[src/rtl/rr_arb4_idx.sv]
// rtl/rr_arb4_idx.sv - registered 4-way round-robin arbiter with binary grant index and hold limit
module rr_arb4_idx #(
  parameter int MAX_HOLD = 8,
  parameter int CW       = 8
) (
  input  logic       clk,
  input  logic       rst_n,
  input  logic [3:0] req,
  input  logic       done,
  output logic [1:0] gnt_idx,
  output logic       gnt_vld,
  output logic       preempt
);

  typedef enum logic {S_IDLE, S_GRANT} state_t;

  state_t          r_state;
  logic [1:0]      r_ptr;
  logic [1:0]      r_gnt_idx;
  logic            r_gnt_vld;
  logic            r_preempt;
  logic [CW-1:0]   r_hold_cnt;

  state_t          w_state_nxt;
  logic [1:0]      w_ptr_nxt;
  logic [1:0]      w_gnt_idx_nxt;
  logic            w_gnt_vld_nxt;
  logic            w_preempt_nxt;
  logic [CW-1:0]   w_hold_cnt_nxt;

  logic [3:0]      w_req_masked;
  logic [1:0]      w_base;
  logic [1:0]      w_winner;
  logic            w_owner_req;
  logic            w_at_cap;
  logic            w_release;

  // Lowest offset from base wins; loop runs downward so the nearest set bit is assigned last.
  function automatic logic [1:0] f_pick(input logic [3:0] req_v, input logic [1:0] base);
    logic [1:0] idx;
    f_pick = base;
    for (int k = 3; k >= 0; k--) begin
      idx = base + 2'(k);
      if (req_v[idx]) f_pick = idx;
    end
  endfunction

  always_comb begin
    w_req_masked = req;
    w_base       = r_ptr;
    if (r_state == S_GRANT) begin
      w_req_masked[r_gnt_idx] = 1'b0;
      w_base                  = r_gnt_idx + 2'd1;
    end
    w_winner    = f_pick(w_req_masked, w_base);
    w_owner_req = req[r_gnt_idx];
    w_at_cap    = (r_hold_cnt == CW'(MAX_HOLD));
    w_release   = done || !w_owner_req || w_at_cap;
  end

  always_comb begin
    w_state_nxt    = r_state;
    w_ptr_nxt      = r_ptr;
    w_gnt_idx_nxt  = r_gnt_idx;
    w_gnt_vld_nxt  = r_gnt_vld;
    w_preempt_nxt  = 1'b0;
    w_hold_cnt_nxt = r_hold_cnt;
    case (r_state)
      S_IDLE: begin
        if (|req) begin
          w_gnt_idx_nxt  = w_winner;
          w_gnt_vld_nxt  = 1'b1;
          w_hold_cnt_nxt = CW'(1);
          w_state_nxt    = S_GRANT;
        end
      end
      S_GRANT: begin
        if (w_release) begin
          w_ptr_nxt     = r_gnt_idx + 2'd1;
          // Preempt only when the hold limit alone forced the release.
          w_preempt_nxt = w_at_cap && !done && w_owner_req;
          if (|w_req_masked) begin
            w_gnt_idx_nxt  = w_winner;
            w_hold_cnt_nxt = CW'(1);
          end else begin
            w_gnt_vld_nxt = 1'b0;
            w_state_nxt   = S_IDLE;
          end
        end else begin
          w_hold_cnt_nxt = r_hold_cnt + CW'(1);
        end
      end
      default: begin
        w_state_nxt   = S_IDLE;
        w_gnt_vld_nxt = 1'b0;
      end
    endcase
  end

  always_ff @(posedge clk) begin
    if (!rst_n) begin
      r_state    <= S_IDLE;
      r_ptr      <= 2'b00;
      r_gnt_idx  <= 2'b00;
      r_gnt_vld  <= 1'b0;
      r_preempt  <= 1'b0;
      r_hold_cnt <= '0;
    end else begin
      r_state    <= w_state_nxt;
      r_ptr      <= w_ptr_nxt;
      r_gnt_idx  <= w_gnt_idx_nxt;
      r_gnt_vld  <= w_gnt_vld_nxt;
      r_preempt  <= w_preempt_nxt;
      r_hold_cnt <= w_hold_cnt_nxt;
    end
  end

  assign gnt_idx = r_gnt_idx;
  assign gnt_vld = r_gnt_vld;
  assign preempt = r_preempt;

endmodule

[config.mk]
export PLATFORM = sky130hd
export DESIGN_NAME = rr_arb4_idx
export DESIGN_NICKNAME = d
export VERILOG_FILES = /design/src/rtl/rr_arb4_idx.sv
export SDC_FILE = /design/constraint.sdc
export NUM_CORES = 1
export LEC_CHECK = 0
export CELL_PAD_IN_SITES_DETAIL_PLACEMENT = 1
export CELL_PAD_IN_SITES_GLOBAL_PLACEMENT = 2
export CORE_MARGIN = 3
export CORE_UTILIZATION = 38
export CTS_BUF_LIST = sky130_fd_sc_hd__clkbuf_8
export DETAILED_ROUTE_END_ITERATION = 6
export GPL_TIMING_DRIVEN = 0
export PLACE_DENSITY_LB_ADDON = 0.1
export RECOVER_POWER = 25
export SLEW_MARGIN = 20
export SYNTH_ARGS = -nofsm -noshare
export SYNTH_HDL_FRONTEND = slang
export SYNTH_SLANG_ARGS = --single-unit
[constraint.sdc]
create_clock -name clk -period 2.7 [get_ports clk]
set_input_delay 0.54 -clock clk [delete_from_list [all_inputs] [get_ports clk]]
set_output_delay 0.54 -clock clk [all_outputs]
set_load 0.1 [all_outputs]
==> results.md, run 1 <==
* Areal power density over the cells at about 580 mW/mm^2
* Max-capacitance violation count at 0
* Arrival @ worst endpoint at ~2 ns
* Synth Register Bits at 15
* P_sw at around 0.27 mW
* Number of endpoints failing setup at the final stage at 0
* Detailed-router iteration count before antenna repair at 4
* Number of placement rows at 18
* Clock share of power at approximately a quarter
* Synthesis warning total at 0
* Combinational Power Share at ~36%
* Routed Wire Length at approximately 2700 um
* # nets final at 148
* Synth Flop Type: dfxtp_1
* Non-Filler Cell Area, Final at approximately 0.0012 sq mm
* Setup repair after global routing missed its margin: no
* Top Family by Delay on Critical Path: buffers and inverters
* Die area at 0.003462 sq mm
* Overflow left after global routing at 0
* Buffer and inverter count on the worst path at 1
* Pin count of the biggest net entering global routing at 11
* Clock net sink count at 15
* Post-cts hold buffer count at 0
* Maximum fanout count along the critical path at 9
* CTS Buf Count at 3
* Internal power consumption at between 0.4 and 0.5 mW
* Post-place setup slack at 0.2750 ns
* Type of element launching the critical path: register
* Cells along the critical path: clkdlybuf4s50_1
* Sequential cell area fraction in the yosys report at between 20% and 30%
* Setup WS post-layout at ~0.16 ns
* ANT nets after route at 0
* Period utilisation layout at 94.08%
* Signed area change from the synthesized netlist to the final layout at 13.44%
* Number of max-slew violations in the final report at 0
* Number of top-level pins at 11
* All-Layer GR Usage at around 18%
* Final design utilization at between 40% and 50%
* Mapped Nets at 133
* EDFF count, synth at 0
* Element type at the critical path end: output port
* Average detailed-routed wire length per instance at roughly 16 um
* Gates resized, CTS repair at 0
* Maximum count of clock buffers along a single path at 2
* Setup clock skew after layout at 0.004651 ns
* Mapped Avg Cell Area at between 8 and 9 sq um
* Post-synthesis instance total at 120
* Root buffer selected by CTS: clkbuf_8
* Setup Fix Bufs, Post-CTS at 0
* Initial cell density of the core at between 40% and 50%
* Die Y at 58.84 um
* Fmax achieved at around 400 MHz
* DR iter-0 viols at 26
* Required time of the critical path at around 2.2 ns
* Share of total power in sequential cells at between 30% and 40%
* Placed instance area at between 0.001 and 0.0015 sq mm
* Share of flip-flops with an asynchronous set or reset after synthesis at 0%
* Number of antenna violations at the first check in global routing at 0
* Largest stage delay on the critical path at between 1 and 1.5 ns
* Count of input and output buffers at 10
* Total core area at roughly 0.0026 sq mm
* CTS tree: built
* Number of standard cells in the final layout excluding fillers at roughly 160
* Fin. Hold Viols at 0
* Global-route wire length before repair at 4595 um
* Vias per std cell at 5.671
* Fraction of final layout cells sized beyond drive strength 1 at between 10% and 20%
* Start-to-end type of the worst setup path: register to output port
* Minimum clock period after layout at 2.540 ns
* CTS H-Tree Depth at 1
* Post-Synthesis Cell Area at ~0.0011 sq mm
* TNS Setup at 0 ns
* Antenna cell count at 0
* Switching fraction of total power at approximately 38%
* Power Total at around 0.70 mW
* Static leakage at about 0.44 nW
* Die width at roughly 59 um
* Cell count after placement at 160
* Total half-perimeter wirelength after legalization and detailed placement at approximately 2100 um
* Remaining DRCs at 0
* Clock transition at the registers of the reported paths at 0.07 ns
* Worst hold margin at between 0.5 and 0.6 ns
* Clk Latency, worst-skew pair at 0.25 ns
* Weighted congestion at the end of routability-driven global placement at ~0.86
* Count of cell types in the netlist at 47
* Path type of the worst min-delay path: register to register
* Pin slew with the least headroom to its limit at 0.9673 ns
* Worst VDD drop at roughly 0.34 mV
* Vias at just over 900
* Run status: complete, no violations
* Master of the slowest instance on the critical path: clkdlybuf4s50_1
* Number of global-route vias before repair at between 900 and 1000
* Slew HR at around a third
==> cells in the final DEF (no fill, tap or decap), drive strengths merged, types with 2 or more instances in the layout <==
master,count
mux2i,4
nor3,5
or2,2
ha,6
buf,2
or3,2
a21oi,8
nor3b,2
and2,5
dfxtp,15
nand3,5
nand2,12
a21boi,4
o21a,2
o21ai,5
mux2,2
clkdlybuf4s50,10
nor4,2
inv,6
nor2,7
clkbuf,4
a211oi,2
nor2b,3
a31oi,2
==> power groups by stage <==
| stage | logic (mW) | clock network (mW) | registers, mW |
|---|---|---|---|
| finish | 0.255 | 0.186 | 0.261 |
| global route | 0.277 | 0.194 | 0.265 |
| CTS | 0.270 | 0.192 | 0.262 |
| detailed placement | 0.268 | 0 | 0.267 |
| global placement | 0.262 | 0 | 0.265 |
| floorplan | 0.152 | 0 | 0.316 |
==> per-layer routing <==
layer	track usage, %	vias to the layer above	share of wire (%)
li1	-	467	-
met1	25.50	450	52
met2	25.55	9	44
met3	3.289	4	2.1
met4	6.149	0	1.5
met5	0	-	0
==> cells in the mapped netlist (3+ instances only) <==
master   count  share of area, %
nand3_1      5               2.4
nor2b_1      3               1.8
mux2i_1      4               3.8
a21oi_1      6               2.8
o21ai_0      5               2.4
nor2_1       7               2.5
inv_1        6               2.1
and2_1       5               2.9
nor3_1       5               2.4
ha_1         6               7.1
nand2_1     11               3.9
dfxtp_1     15                28
==> final timing paths <==
path                                   end  slack (ns)  cells after the start  startpoint
worst min-delay path              r_ptr[0]        0.50                      2    r_ptr[0]
worst max-delay path            gnt_idx[0]        0.16                      1  gnt_idx[0]
worst min register to register    r_ptr[0]        0.50                      2    r_ptr[0]
worst max register to register  gnt_idx[0]        0.47                      7  gnt_idx[0]
==> kinds of logic (layout without fill, tap and decap cells) <==
group                      after synthesis  count (layout)  share of synthesized area [%]
DFF                                     15              15                          28.30
and+or+nand+nor                         50              50                          26.18
buffers and inverters                    9              23                          4.245
muxes                                    6               6                          5.896
AOI/OAI and AO/OA                       34              34                          28.30
adders and majority gates                6               6                          7.075
==> flip-flops by register name, summed over array words and instances (netlist names) <==
register    flops
r_state         1
r_ptr           2
gnt_vld         1
gnt_idx         2
preempt         1
r_hold_cnt      8
==> cell type report <==
type | instances | area [sq um]
timing repair buffer | 10 | 100.1
tap | 30 | 37.54
clock inverter | 1 | 5.005
inverter | 6 | 22.52
fill | 312 | 1364
clock buffer | 3 | 41.29
multi-input combinational | 96 | 674.4
sequential | 15 | 300.3
buffer | 3 | 22.52
(Power assumes the default switching activity.)
==> run 2: changes to the inputs <==
- RECOVER_POWER: 25 -> 50
==> run 2 against run 1 <==
- wire length is essentially flat
- combinational power is essentially flat
- critical endpoint unchanged
- total power is essentially flat
- non-clock buffer count is the same
- fmax is essentially flat
- clock power is essentially flat
- design area is the same
- register-to-register slack is essentially flat
==> results.md, run 2 (synthesis results as in run 1) <==
* Post-cts hold buffer count at 0 (unchanged)
* Total half-perimeter wirelength after legalization and detailed placement at 2077 um (unchanged)
* Number of global-route vias before repair at 909 (unchanged)
* Fraction of final layout cells sized beyond drive strength 1 at 14.93% (unchanged)
* Minimum clock period after layout at 2.540 ns (+0.0001170 ns)
* Pin slew with the least headroom to its limit at 0.9726 ns (+0.005288 ns)
* Clock net sink count at 15 (unchanged)
* Areal power density over the cells at 582.7 mW/mm^2 (about the same)
* Number of max-slew violations in the final report at 0 (unchanged)
* Detailed-router iteration count before antenna repair at 4 (unchanged)
* # nets final at 148 (unchanged)
* All-Layer GR Usage at 17.50% (unchanged)
* Post-place setup slack at 0.2750 ns (unchanged)
* Setup repair after global routing missed its margin: no
* Worst hold margin at 0.5035 ns (unchanged)
* Most heavily used metal layer in global routing: met2
* Internal power consumption at 0.4358 mW (about the same)
* Flop2flop setup slack at 0.47 ns (about the same)
* Root buffer selected by CTS: clkbuf_8
* P_sw at 0.2655 mW (about the same)
* Setup WS post-layout at 0.1597 ns (-0.0001170 ns)
* Pin count of the biggest net entering global routing at 11 (unchanged)
* Type of element launching the critical path: register
* Top Family by Delay on Critical Path: buffers and inverters
* Number of antenna violations at the first check in global routing at 0 (unchanged)
* Global-route wire length before repair at 4595 um (unchanged)
* Clk Latency, worst-skew pair at 0.25 ns (about the same)
* Vias at 930 (unchanged)
* Flip-flop count of the largest register after layout at 8 (unchanged)
* Count of input and output buffers at 10 (unchanged)
* Start-to-end type of the worst setup path: register to output port
* Worst VDD drop at 0.3369 mV (-0.28%)
* Static leakage at 0.4389 nW (+0.68%)
* Worst setup path startpoint: gnt_idx[0]
* Combinational Power Share at 36.3% (about the same)
* Switching fraction of total power at 37.86% (about the same)
* Placed instance area at 0.001199 sq mm (unchanged)
* Met3 layer usage reported by global route at 3.289% (unchanged)
* Antenna cell count at 0 (unchanged)
* Die Y at 58.84 um (unchanged)
* Met2 Track Usage GR at 25.55% (unchanged)
* Fin. Hold Viols at 0 (unchanged)
* Total core area at 0.002567 sq mm (unchanged)
* Clock share of power at 26.5% (about the same)
* Buffer and inverter count on the worst path at 1 (unchanged)
* Average detailed-routed wire length per instance at 16.48 um (about the same)
* TNS Setup at 0 ns (unchanged)
* Master of the slowest instance on the critical path: clkdlybuf4s50_1
* Number of endpoints failing setup at the final stage at 0 (unchanged)
* Signed area change from the synthesized netlist to the final layout at 13.44% (unchanged)
* Top reg by flops: r_hold_cnt
* CTS H-Tree Depth at 1 (unchanged)
* Cells along the critical path: clkdlybuf4s50_1
* Number of placement rows at 18 (unchanged)
* Max-capacitance violation count at 0 (unchanged)
* Final design utilization at 46.88% (unchanged)
* Remaining DRCs at 0 (unchanged)
* Hold path startpoint: r_ptr[0]
* Met1 track demand over resource in global routing at 25.50% (unchanged)
* Fmax achieved at 393.7 MHz (about the same)
* Maximum fanout count along the critical path at 9 (unchanged)
* Slew HR at 34.95% (-0.36 points)
* ANT nets after route at 0 (unchanged)
* Commonest cells after routing, fill and taps aside: dfxtp_1 (15), nand2_1 (11), clkdlybuf4s50_1 (8)
* Setup clock skew after layout at 0.004651 ns (-0.0000003100 ns)
* Weighted congestion at the end of routability-driven global placement at 0.8562 (unchanged)
* Run status: complete, no violations
* Setup Fix Bufs, Post-CTS at 0 (unchanged)
* Required time of the critical path at 2.16 ns (about the same)
* Path type of the worst min-delay path: register to register
* Initial cell density of the core at 41.33% (unchanged)
* Vias per std cell at 5.671 (unchanged)
* Maximum count of clock buffers along a single path at 2 (unchanged)
* DR iter-0 viols at 26 (unchanged)
* Die width at 58.84 um (unchanged)
* Clock transition at the registers of the reported paths at 0.07 ns (about the same)
* Largest stage delay on the critical path at 1.21 ns (about the same)
* R2r startpoint: gnt_idx[0]
* Period utilisation layout at 94.09% (about the same)
* Gates resized, CTS repair at 0 (unchanged)
* Arrival @ worst endpoint at 2.00 ns (about the same)
* Die area at 0.003462 sq mm (unchanged)
* Number of top-level pins at 11 (unchanged)
* Routed Wire Length at 2702 um (about the same)
* Non-Filler Cell Area, Final at 0.001204 sq mm (unchanged)
* Overflow left after global routing at 0 (unchanged)
* Element type at the critical path end: output port
* CTS Buf Count at 3 (unchanged)
* Most common cell after layout, fill and taps aside: dfxtp_1
* CTS tree: built
* Share of total power in sequential cells at 37.2% (about the same)
-- run 2: cell type report --
cell class | instances | area [sq um]
Sequential cell | 15 | 300.3
Timing Repair Buffer | 10 | 100.1
Clock inverter | 1 | 5.005
Fill cell | 312 | 1364
Inverter | 6 | 22.52
Clock buffer | 3 | 41.29
Tap cell | 30 | 37.54
Multi-Input combinational cell | 96 | 674.4
Buffer | 3 | 22.52
-- run 2: metrics by stage --
stage	total power, mW	cells
final	0.7013	164
after global routing	0.7361	164
after CTS	0.7238	164
after detailed placement	0.5355	160
after global placement	0.5271	160
after floorplan	0.4677	120
-- run 2: power by group through the flow --
stage / Combinational, mW / Sequential, mW / Clock, mW
floorplan: 0.152 / 0.316 / 0
global placement: 0.262 / 0.265 / 0
detailed placement: 0.268 / 0.267 / 0
CTS: 0.270 / 0.262 / 0.192
global route: 0.277 / 0.265 / 0.194
finish: 0.254 / 0.261 / 0.186
-- run 2: final timing paths --
kind / end / cells past startpoint
min reg2reg: r_ptr[0] / 2
max reg2reg: gnt_idx[0] / 7
min: r_ptr[0] / 2
max: gnt_idx[0] / 1
-- run 2: per-layer routing --
layer / routed length [um] / part of all wire, %
met1: 1412 / 52
met2: 1191 / 44
met3: 57 / 2.1
met4: 41 / 1.5
met5: 0 / 0
==> run 3: changes to the inputs <==
--- a/constraint.sdc
+++ b/constraint.sdc
@@ -3,2 +3,2 @@
 set_output_delay 0.54 -clock clk [all_outputs]
-set_load 0.1 [all_outputs]
+set_load 0.005 [all_outputs]
==> run 3 against run 2 <==
- first-iteration DRC count did not move
- critical path depth rose by 5
- wire length about the same
- worst hold slack is the same
- combinational power decreased by 23%
- worst setup slack improved by 0.15 ns
- register-to-register slack is essentially flat
- design area unchanged
==> results.md, run 3 (synthesis results as in run 1) <==
* Number of endpoints failing setup at the final stage at 0 (unchanged)
* Footprint of the multi-input gates at 674.4 sq um (unchanged)
* Number of global-route vias before repair at 909 (unchanged)
* Clk Latency, worst-skew pair at 0.25 ns (about the same)
* All-Layer GR Usage at 17.50% (unchanged)
* Reg-to-reg critical path endpoint: gnt_idx[0]
* Setup repair after global routing missed its margin: no
* Number of top-level pins at 11 (unchanged)
* Total core area at 0.002567 sq mm (unchanged)
* TNS Setup at 0 ns (unchanged)
* Root buffer selected by CTS: clkbuf_8
* Flip-flop count of the largest register after layout at 8 (unchanged)
* Master of the slowest instance on the critical path: o41ai_1
* Die width at 58.84 um (unchanged)
* Post-cts hold buffer count at 0 (unchanged)
* Clock net sink count at 15 (unchanged)
* Element type at the critical path end: register
* Pin slew with the least headroom to its limit at 0.8687 ns (-0.1039 ns)
* Storage element area at 300.3 sq um (unchanged)
* Fraction of final layout cells sized beyond drive strength 1 at 14.93% (unchanged)
* Total half-perimeter wirelength after legalization and detailed placement at 2077 um (unchanged)
* Period utilisation layout at 88.43% (-5.7 points)
* Start-to-end type of the worst setup path: input pin to register
* Worst VDD drop at 0.2971 mV (-12%)
* Worst Setup EP: r_ptr[1]
* ANT nets after route at 0 (unchanged)
* Most common cell after layout, fill and taps aside: dfxtp_1
* Die area at 0.003462 sq mm (unchanged)
* Commonest cells after routing, fill and taps aside: dfxtp_1 (15), nand2_1 (11), nor2_1 (7)
* Remaining DRCs at 0 (unchanged)
* Number of max-slew violations in the final report at 0 (unchanged)
* Fmax achieved at 418.8 MHz (+6.4%)
* Fin. Hold Viols at 0 (unchanged)
* Pin count of the biggest net entering global routing at 11 (unchanged)
* Number of placement rows at 18 (unchanged)
* Global-route wire length before repair at 4595 um (unchanged)
* R2r startpoint: gnt_idx[0]
* # nets final at 148 (unchanged)
* Slew HR at 41.33% (+6.4 points)
* Initial cell density of the core at 41.33% (unchanged)
* Max-capacitance violation count at 0 (unchanged)
* Antenna cell count at 0 (unchanged)
* # fillers at 312 (unchanged)
* Maximum fanout count along the critical path at 3 (-6)
* Hold Path Stages at 2 (unchanged)
* Clock transition at the registers of the reported paths at 0.07 ns (about the same)
* CTS H-Tree Depth at 1 (unchanged)
* Overflow left after global routing at 0 (unchanged)
* Vias at 929 (-0.11%)
* Most frequent cell on the critical path: mux2i_1
* Vias per std cell at 5.665 (-0.11%)
* Gates resized, CTS repair at 0 (unchanged)
* Setup Fix Bufs, Post-CTS at 0 (unchanged)
* Worst hold margin at 0.5035 ns (unchanged)
* Static leakage at 0.4461 nW (+1.6%)
* Worst setup path startpoint: req[3]
* Top reg by flops: r_hold_cnt
* Top Family by Delay on Critical Path: compound AO/OA/AOI/OAI gates
* Buffer and inverter count on the worst path at 1 (unchanged)
* Logic depth of the worst register-to-register path at 7 (unchanged)
* Cell depth of the worst setup path at 6 (+5)
* Routed Wire Length at 2703 um (about the same)
* Die Y at 58.84 um (unchanged)
* Run status: complete, no violations
* Flop2flop setup slack at 0.48 ns (about the same)
* Minimum clock period after layout at 2.388 ns (-0.1527 ns)
* Signed area change from the synthesized netlist to the final layout at 13.44% (unchanged)
* Arrival @ worst endpoint at 2.51 ns (+0.51 ns)
* CTS Buf Count at 3 (unchanged)
* Maximum count of clock buffers along a single path at 2 (unchanged)
* Required time of the critical path at 2.83 ns (+0.67 ns)
* Average detailed-routed wire length per instance at 16.48 um (about the same)
* Path type of the worst min-delay path: register to register
* Setup clock skew after layout at 0.004651 ns (+0.0000003100 ns)
* DR iter-0 viols at 26 (unchanged)
* Areal power density over the cells at 534.1 mW/mm^2 (-8.3%)
* Weighted congestion at the end of routability-driven global placement at 0.8562 (unchanged)
* CTS tree: built
* Cells along the critical path: dlygate4sd3_1 > mux2i_1 > and2_1 > o41ai_1 > mux2i_1 > nor2_1
* Largest stage delay on the critical path at 0.80 ns (-0.41 ns)
* Number of antenna violations at the first check in global routing at 0 (unchanged)
* Count of input and output buffers at 10 (unchanged)
* Type of element launching the critical path: input pin
* Detailed-router iteration count before antenna repair at 4 (unchanged)
## run 3: changes by cell type in the layout (fill, tap and decap cells not counted), sizes merged
cell / change
dlygate4sd3: +3
clkdlybuf4s50: -3
## run 3: layout make-up
| class | instances | area share, % |
|---|---|---|
| Buffer | 3 | 1.871 |
| Clock buffer | 3 | 3.430 |
| Clock inverter | 1 | 0.4158 |
| Inverter | 6 | 1.871 |
| Multi-Input combinational cell | 96 | 56.03 |
| Sequential cell | 15 | 24.95 |
| Tap cell | 30 | 3.119 |
| Timing Repair Buffer | 10 | 8.316 |
## run 3: how the worst min path moves through the flow
stage	slack, ns	to	start
floorplan	0.46	r_ptr[0]	r_ptr[0]
global placement	0.48	r_ptr[0]	r_ptr[0]
detailed placement	0.50	r_ptr[0]	r_ptr[0]
CTS	0.51	r_ptr[0]	r_ptr[0]
global route	0.55	gnt_vld	gnt_vld
finish	0.50	r_ptr[0]	r_ptr[0]
## run 3: power by group
part	internal, mW	leakage (nW)	switching [mW]
Clock	0.102	0.0255	0.0834
Sequential	0.237	0.123	0.0235
Combinational	0.0936	0.298	0.103
Total	0.433	0.446	0.210
## run 3: tightest hold or removal path: stages, from the launching register on
cell     delay (ns)
dfxtp_1        0.33
mux2i_1        0.07
nor2_1         0.07
## run 3: layer usage
metal / vias to the layer above / part of all wire (%) / GRT usage (%)
met2: 9 / 44 / 25.55
met1: 449 / 52 / 25.50
met3: 4 / 2.1 / 3.289
met5: - / 0 / 0
met4: 0 / 1.5 / 6.149
li1: 467 / - / -
## run 3: through the flow
stage          total power, mW  worst slack, ns  area, sq um  instances  utilization (%)
4_1_cts                 0.6684           0.3880         1245        164            48.49
3_5_place_dp            0.4800           0.2750         1199        160            46.69
5_1_grt                 0.6778           0.1371         1204        164            46.88
3_3_place_gp            0.4717           0.3183         1199        160            46.69
2_1_floorplan           0.4121           0.8306         1061        120                -
6_report                0.6428           0.3124         1204        164            46.88
